### config.mk
export PLATFORM = sky130hd
export DESIGN_NAME = prog_loader_flat
export DESIGN_NICKNAME = d
export VERILOG_FILES = /design/src/rtl/prog_loader_pkg.sv /design/src/rtl/prog_loader_if.sv /design/src/rtl/prog_loader_uart_rx.sv /design/src/rtl/prog_loader.sv /design/src/flat_wrapper.sv
export SDC_FILE = /design/constraint.sdc
export NUM_CORES = 1
export LEC_CHECK = 0
export ABC_AREA = 1
export BUFFER_PORTS_ARGS = -buffer_cell sky130_fd_sc_hd__buf_2
export CORE_MARGIN = 2
export CORE_UTILIZATION = 50
export CTS_BUF_LIST = sky130_fd_sc_hd__clkbuf_16
export CTS_CLUSTER_SIZE = 8
export DETAILED_ROUTE_END_ITERATION = 12
export PLACE_DENSITY = 0.68
export SETUP_SLACK_MARGIN = 0.02
export SLEW_MARGIN = 5
export SYNTH_ARGS = -nofsm -noshare
export SYNTH_HDL_FRONTEND = slang
export SYNTH_SLANG_ARGS = --single-unit
### constraint.sdc
create_clock -name i_clk -period 2.86 [get_ports i_clk]
set_input_delay 0.429 -clock i_clk [delete_from_list [all_inputs] [get_ports i_clk]]
set_output_delay 0.429 -clock i_clk [all_outputs]
set_load 0.01 [all_outputs]
### src/rtl/prog_loader_pkg.sv
// Shared constants and types for the program loader and the program-memory fetch side.
package prog_loader_pkg;

  localparam int unsigned PROG_ADDR_W = 12;
  localparam int unsigned PROG_DATA_W = 8;
  localparam logic [7:0]  SYNC_BYTE   = 8'hA5;

  typedef enum logic [2:0] {
    LD_IDLE,
    LD_LEN_HI,
    LD_LEN_LO,
    LD_DATA,
    LD_CSUM
  } ld_state_e;

  typedef enum logic [1:0] {
    RX_IDLE,
    RX_START,
    RX_DATA,
    RX_STOP
  } rx_state_e;

  function automatic int unsigned baud_div(input int unsigned freq, input int unsigned baud);
    return freq / baud;
  endfunction

endpackage

### src/rtl/prog_loader_if.sv
// Program memory write port: driven by the loader, consumed by the RAM.
interface prog_loader_if;
  import prog_loader_pkg::*;

  logic                   we;
  logic [PROG_ADDR_W-1:0] addr;
  logic [PROG_DATA_W-1:0] din;

  modport master (output we, addr, din);
  modport slave  (input  we, addr, din);

endinterface

### src/rtl/prog_loader_uart_rx.sv
// 8N1 UART receiver: input synchroniser, mid-bit sampling, one-cycle valid / framing-error pulses.
module uart_rx
  import prog_loader_pkg::*;
#(
  parameter int unsigned FREQ = 27_000_000,
  parameter int unsigned BAUD = 115_200
) (
  input  logic       i_clk,
  input  logic       i_rst_n,
  input  logic       i_rx,
  output logic       o_valid,
  output logic [7:0] o_data,
  output logic       o_frame_err
);

  localparam int unsigned DIV  = baud_div(FREQ, BAUD);
  localparam int unsigned CW   = $clog2(DIV);
  localparam logic [CW-1:0] LAST = CW'(DIV - 1);
  localparam logic [CW-1:0] HALF = CW'((DIV - 1) / 2);

  logic [1:0]    sync_q;
  logic          prev_q;
  logic          rx_s;
  rx_state_e     state_q, state_d;
  logic [CW-1:0] cnt_q, cnt_d;
  logic [2:0]    bit_q, bit_d;
  logic [7:0]    shift_q, shift_d;
  logic          valid_q, valid_d;
  logic          ferr_q, ferr_d;

  assign rx_s = sync_q[1];

  // Synchroniser and edge history reset to the idle-high line level.
  always_ff @(posedge i_clk or negedge i_rst_n) begin
    if (!i_rst_n) begin
      sync_q <= '1;
      prev_q <= 1'b1;
    end else begin
      sync_q <= {sync_q[0], i_rx};
      prev_q <= sync_q[1];
    end
  end

  always_ff @(posedge i_clk or negedge i_rst_n) begin
    if (!i_rst_n) begin
      state_q <= RX_IDLE;
      cnt_q   <= '0;
      bit_q   <= '0;
      shift_q <= '0;
      valid_q <= 1'b0;
      ferr_q  <= 1'b0;
    end else begin
      state_q <= state_d;
      cnt_q   <= cnt_d;
      bit_q   <= bit_d;
      shift_q <= shift_d;
      valid_q <= valid_d;
      ferr_q  <= ferr_d;
    end
  end

  always_comb begin
    state_d = state_q;
    cnt_d   = cnt_q;
    bit_d   = bit_q;
    shift_d = shift_q;
    valid_d = 1'b0;
    ferr_d  = 1'b0;
    case (state_q)
      RX_IDLE: begin
        if (prev_q && !rx_s) begin
          state_d = RX_START;
          cnt_d   = '0;
        end
      end
      RX_START: begin
        // Half a bit in: a high line means the falling edge was a glitch.
        if (cnt_q == HALF) begin
          cnt_d   = '0;
          bit_d   = '0;
          state_d = rx_s ? RX_IDLE : RX_DATA;
        end else begin
          cnt_d = cnt_q + 1'b1;
        end
      end
      RX_DATA: begin
        if (cnt_q == LAST) begin
          cnt_d   = '0;
          shift_d = {rx_s, shift_q[7:1]};
          if (bit_q == 3'd7) begin
            state_d = RX_STOP;
          end else begin
            bit_d = bit_q + 1'b1;
          end
        end else begin
          cnt_d = cnt_q + 1'b1;
        end
      end
      RX_STOP: begin
        if (cnt_q == LAST) begin
          cnt_d   = '0;
          state_d = RX_IDLE;
          valid_d = rx_s;
          ferr_d  = !rx_s;
        end else begin
          cnt_d = cnt_q + 1'b1;
        end
      end
      default: state_d = RX_IDLE;
    endcase
  end

  assign o_valid     = valid_q;
  assign o_data      = shift_q;
  assign o_frame_err = ferr_q;

endmodule

### src/rtl/prog_loader.sv
// Receives a framed program image over UART (A5, LEN_HI, LEN_LO, data, CSUM) and writes it into program RAM.
module prog_loader
  import prog_loader_pkg::*;
#(
  parameter int unsigned FREQ       = 27_000_000,
  parameter int unsigned BAUD       = 115_200,
  parameter int unsigned TIMEOUT_MS = 10
) (
  input  logic                   i_clk,
  input  logic                   i_rst_n,
  input  logic                   i_rx,
  prog_loader_if.master          o_mem,
  output logic                   o_busy,
  output logic                   o_done,
  output logic                   o_error,
  output logic [PROG_ADDR_W-1:0] o_count
);

  localparam int unsigned TMO_CYC = TIMEOUT_MS * FREQ / 1000;
  localparam int unsigned TW      = $clog2(TMO_CYC + 1);

  logic       rx_valid;
  logic [7:0] rx_data;
  logic       rx_ferr;

  uart_rx #(.FREQ(FREQ), .BAUD(BAUD)) u_rx (
    .i_clk      (i_clk),
    .i_rst_n    (i_rst_n),
    .i_rx       (i_rx),
    .o_valid    (rx_valid),
    .o_data     (rx_data),
    .o_frame_err(rx_ferr)
  );

  ld_state_e              state_q, state_d;
  logic [PROG_ADDR_W-1:0] len_q, len_d;
  logic [PROG_ADDR_W-1:0] idx_q, idx_d;
  logic [PROG_DATA_W-1:0] sum_q, sum_d;
  logic [PROG_ADDR_W-1:0] count_q, count_d;
  logic                   busy_q, busy_d;
  logic                   done_q, done_d;
  logic                   err_q, err_d;
  logic                   we_q, we_d;
  logic [PROG_ADDR_W-1:0] addr_q, addr_d;
  logic [PROG_DATA_W-1:0] din_q, din_d;
  logic [TW-1:0]          tmo_q, tmo_d;
  logic                   tmo_hit;
  logic [PROG_ADDR_W-1:0] len_lo_val;

  assign tmo_hit    = (tmo_q == TW'(TMO_CYC));
  assign len_lo_val = {len_q[11:8], rx_data};

  always_ff @(posedge i_clk or negedge i_rst_n) begin
    if (!i_rst_n) begin
      state_q <= LD_IDLE;
      len_q   <= '0;
      idx_q   <= '0;
      sum_q   <= '0;
      count_q <= '0;
      busy_q  <= 1'b0;
      done_q  <= 1'b0;
      err_q   <= 1'b0;
      we_q    <= 1'b0;
      addr_q  <= '0;
      din_q   <= '0;
      tmo_q   <= '0;
    end else begin
      state_q <= state_d;
      len_q   <= len_d;
      idx_q   <= idx_d;
      sum_q   <= sum_d;
      count_q <= count_d;
      busy_q  <= busy_d;
      done_q  <= done_d;
      err_q   <= err_d;
      we_q    <= we_d;
      addr_q  <= addr_d;
      din_q   <= din_d;
      tmo_q   <= tmo_d;
    end
  end

  always_comb begin
    state_d = state_q;
    len_d   = len_q;
    idx_d   = idx_q;
    sum_d   = sum_q;
    count_d = count_q;
    busy_d  = busy_q;
    done_d  = 1'b0;
    err_d   = err_q;
    we_d    = 1'b0;
    addr_d  = addr_q;
    din_d   = din_q;

    // Gap counter saturates at the limit; any received byte restarts it.
    if (state_q == LD_IDLE || rx_valid) begin
      tmo_d = '0;
    end else if (!tmo_hit) begin
      tmo_d = tmo_q + 1'b1;
    end else begin
      tmo_d = tmo_q;
    end

    if (state_q != LD_IDLE && (rx_ferr || (tmo_hit && !rx_valid))) begin
      err_d   = 1'b1;
      busy_d  = 1'b0;
      state_d = LD_IDLE;
    end else begin
      case (state_q)
        LD_IDLE: begin
          if (rx_valid && rx_data == SYNC_BYTE) begin
            busy_d  = 1'b1;
            err_d   = 1'b0;
            count_d = '0;
            sum_d   = '0;
            state_d = LD_LEN_HI;
          end
        end
        LD_LEN_HI: begin
          if (rx_valid) begin
            if (rx_data[7:4] != 4'h0) begin
              err_d   = 1'b1;
              busy_d  = 1'b0;
              state_d = LD_IDLE;
            end else begin
              len_d   = {rx_data[3:0], 8'h00};
              state_d = LD_LEN_LO;
            end
          end
        end
        LD_LEN_LO: begin
          if (rx_valid) begin
            len_d   = len_lo_val;
            idx_d   = '0;
            state_d = (len_lo_val == '0) ? LD_CSUM : LD_DATA;
          end
        end
        LD_DATA: begin
          if (rx_valid) begin
            we_d    = 1'b1;
            addr_d  = idx_q;
            din_d   = rx_data;
            idx_d   = idx_q + 1'b1;
            count_d = count_q + 1'b1;
            sum_d   = sum_q + rx_data;
            if (idx_q == len_q - 1'b1) begin
              state_d = LD_CSUM;
            end
          end
        end
        LD_CSUM: begin
          if (rx_valid) begin
            if (rx_data == sum_q) begin
              done_d = 1'b1;
            end else begin
              err_d = 1'b1;
            end
            busy_d  = 1'b0;
            state_d = LD_IDLE;
          end
        end
        default: state_d = LD_IDLE;
      endcase
    end
  end

  assign o_mem.we   = we_q;
  assign o_mem.addr = addr_q;
  assign o_mem.din  = din_q;
  assign o_busy     = busy_q;
  assign o_done     = done_q;
  assign o_error    = err_q;
  assign o_count    = count_q;

endmodule

### src/flat_wrapper.sv
// flat-port wrapper written by rule: the top's interface ports become plain ports
module prog_loader_flat import prog_loader_pkg::*;
#(
  parameter int unsigned FREQ       = 27_000_000,
  parameter int unsigned BAUD       = 115_200,
  parameter int unsigned TIMEOUT_MS = 10
)
  (i_clk, i_rst_n, i_rx, o_busy, o_done, o_error, o_count, o_mem_we, o_mem_addr, o_mem_din);
  prog_loader_if o_mem_i ();
  input  logic i_clk;
  input  logic i_rst_n;
  input  logic i_rx;
  output logic o_busy;
  output logic o_done;
  output logic o_error;
  output logic [PROG_ADDR_W-1:0] o_count;
  output wire logic [$bits(o_mem_i.we)-1:0] o_mem_we;
  output wire logic [$bits(o_mem_i.addr)-1:0] o_mem_addr;
  output wire logic [$bits(o_mem_i.din)-1:0] o_mem_din;
  assign o_mem_we = o_mem_i.we;
  assign o_mem_addr = o_mem_i.addr;
  assign o_mem_din = o_mem_i.din;
  prog_loader #(.FREQ(FREQ), .BAUD(BAUD), .TIMEOUT_MS(TIMEOUT_MS)) u_core (.i_clk(i_clk), .i_rst_n(i_rst_n), .i_rx(i_rx), .o_mem(o_mem_i), .o_busy(o_busy), .o_done(o_done), .o_error(o_error), .o_count(o_count));
endmodule
==> results.toml <==
[floorplan]
die_x_um = 118
dieHeight_um = 118
start_util_pct = 51.2
core_area_mm2 = 0.0126
die_area_mm2 = 0.0139
io-pin-count = 39
rows = 41

[clocking]
cts.clk_slew.worst_paths_ns = 0.05
clock_sinks = 116
cts-buffers-inserted = 17
clock_insertion_delay_worst_skew_ns = 0.42
clock_tree.root_cell = "clkbuf_16"
tritoncts = "done"
cts_resized = 0
cts_hold_buffers = 0
clock_tree_buf_depth = 2
h_tree_levels = 4
count_of_buffers_added_by_post_cts_timing_repair_for_setup = 0

[pwr]
p_total_mw = 4.24
power.density_cell_area_mw_per_mm2 = 572
power.leakage_nw = 3.59
worst_vdd_ir_v = 0.000357

[setup_path]
end_kind = "flop"
worst_ep_arrival_time_ns = 2.45
crit_path_top_delay_cell = "nor2_4"
worst-setup-path-type = "reg -> reg"
cpPeakStageDelay_ns = 0.40
cp_top_delay_family = "simple AND/OR/NAND/NOR gates"
critical_path.startpoint_type = "flop"
crit_required_ns = 3.15
crit_path_max_fanout = 13
timing.critical_path.cells = "inv_1, ha_1, nand2_1, inv_1, nand2_1, nor2_1, nand3_2, nand2_4, nand2_4, inv_4, nor2_4, nand2_8, nand2_4, o22ai_1"
worst-path-buf-inv = 3
crit_path_frequent_cell = "nand2_4"

[route]
ant_nets = 0
post-route-drc-count = 0
detail_route.iter0.violations = 435
route.detailed.vias_per_inst = 5.32
route.final.wire_length_mm = 14.3
drtPass1Iterations = 5
vias = 5528
avgRoutedWirePerCell_um = 13.8

[synth]
yosys.cell_types.count = 51
post_synth_inst_count = 806
ys_ff_latch = 116
synth.top_cells.by_area = "dfrtp_1 (44%), nand2_1 (11%), inv_1 (5.6%)"
yosys_warnings = 0
synth_async_sr_flop_share_pct = 100
yosys.cell_count.top_type = "nand2_1"
yosysSeqAreaShare_pct = 45.0
edff_count_synth = 0
synth_top_area_share_pct = 43.7
dominant_cell_type_by_area_after_synthesis = "dfrtp_1"
synth_area_mm2 = 0.00646
synth-main-ff-cell = "dfrtp_1"
synthTopCellsByCount = "nand2_1 (198), dfrtp_1 (113), inv_1 (97)"
syn_avg_cell_area_um2 = 8.02
synth.net_count = 827

[final_layout]
antenna-diode-count = 0
core_utilization_of_the_finished_layout_pct = 58.7
fin_nets = 876
area_growth_syn_to_layout_pct = 14.7
multi_input_comb_area_mm2 = 0.00306
seq_area_mm2 = 0.00291
drive_gt1_share_pct = 13.2
finish.cell_count_without_fillers = 1040
final_instance_area_mm2 = 0.00741
num-fill-cells = 1141

[global_route]
gr-total-overflow = 0
grt_pass1_vias = 5346
groute.usage.overall_pct = 21.9
global_route_wire_length_before_repair_mm = 24.8
grt_start_max_net_pins = 117
antenna_found_initial = 0

[timing]
hold_violations = 0
slew_viol_final = 0
setup_slack_ns = 0.693
whs_ns = 0.0701
timing.clock.skew_ns = 0.00791
setup_tns_after_final_layout_ns = 0
worstMarginPinSlew_ns = 0.668
finalWorstPathRequiredPeriod_ns = 2.17
rsz0062_at_grt = "false"
slew_headroom_pct = 55.0
fin_crit_sh_pct = 75.8
report.final.setup_viol = 0
maxClockFrequency_mhz = 462

[place]
replace_congestion = 0.914
dp_cells = 1008
port_buffers = 38
placedInstanceArea_mm2 = 0.00681
detailed_place_hpwl_mm = 10.2
placement.setup.worst_slack_ns = 0.689

[run_status]
run_status = "completed"

[run]
max_cap_viol_count = 0

[min_path]
worst_hold_path_type = "in -> async"
## cell families after synthesis
kind of cell / synth area share [%]
simple gates: 28.4
fa+ha+maj: 3.60
xor+xnor: 2.85
buf+inv: 7.76
flops: 45.0
compound gates: 12.4
## routing by layer
layer	vias to the layer above	GRT usage (%)	wire length, um
met5	-	0	0
met4	0	9.26	303
met3	23	5.47	619
met2	133	35.4	6780
met1	2619	27.9	6620
li1	2753	-	-
## sequential cells by signal, indices dropped and copies added, names as in the netlist, 2 cells and up, named ones only
signal              flops
u_core.tmo_q           19
u_core.idx_q           12
u_core.len_q           12
u_core.o_count         12
u_core.o_mem.addr      12
u_core.o_mem.din        8
u_core.sum_q            8
u_core.u_rx.cnt_q       8
u_core.u_rx.o_data      8
u_core.state_q          3
u_core.u_rx.bit_q       3
u_core.u_rx.sync_q      2
## area by class of cell
type                            count  area share, %
Multi-Input combinational cell    573           41.2
Sequential cell                   116           39.2
Clock buffer                       17           5.74
Inverter                          106           5.50
Timing Repair Buffer               41           3.07
Tap cell                          172           2.90
Clock inverter                     15           2.35
## report_power, final
group	total, mW	internal (mW)	switching (mW)
Sequential	1.75	1.70	0.0500
Combinational	0.325	0.102	0.223
Clock	2.17	1.43	0.738
Total	4.24	3.23	1.01
## final timing paths
path	end	start	cells after the start	slack (ns)
max	u_core.len_q[0]	u_core.tmo_q[0]	14	0.69
min	u_core.o_count[5]	i_rst_n	2	0.07
max reg2reg	u_core.len_q[0]	u_core.tmo_q[0]	14	0.69
min reg2reg	u_core.u_rx.sync_q[1]	u_core.u_rx.sync_q[0]	0	0.36
max in group asynchronous	u_core.tmo_q[17]	i_rst_n	2	2.29
min in group i_clk	u_core.u_rx.sync_q[0]	i_rx	1	0.11
## cell usage in the layout, fill, tap and decap left out, drive strengths merged, types with 4 or more instances in the layout
cell type and instances:
ha 17, o21ai 75, dfrtp 113, nor3 27, clkbuf 17, o22ai 15, nor4 7, nand2 205
clkinv 6, bufinv 4, nor2 89, inv 108, xor2 17, xnor2 4, nand3 51, a21oi 34
nand4 14, buf 41
(Power assumes the default switching activity.)
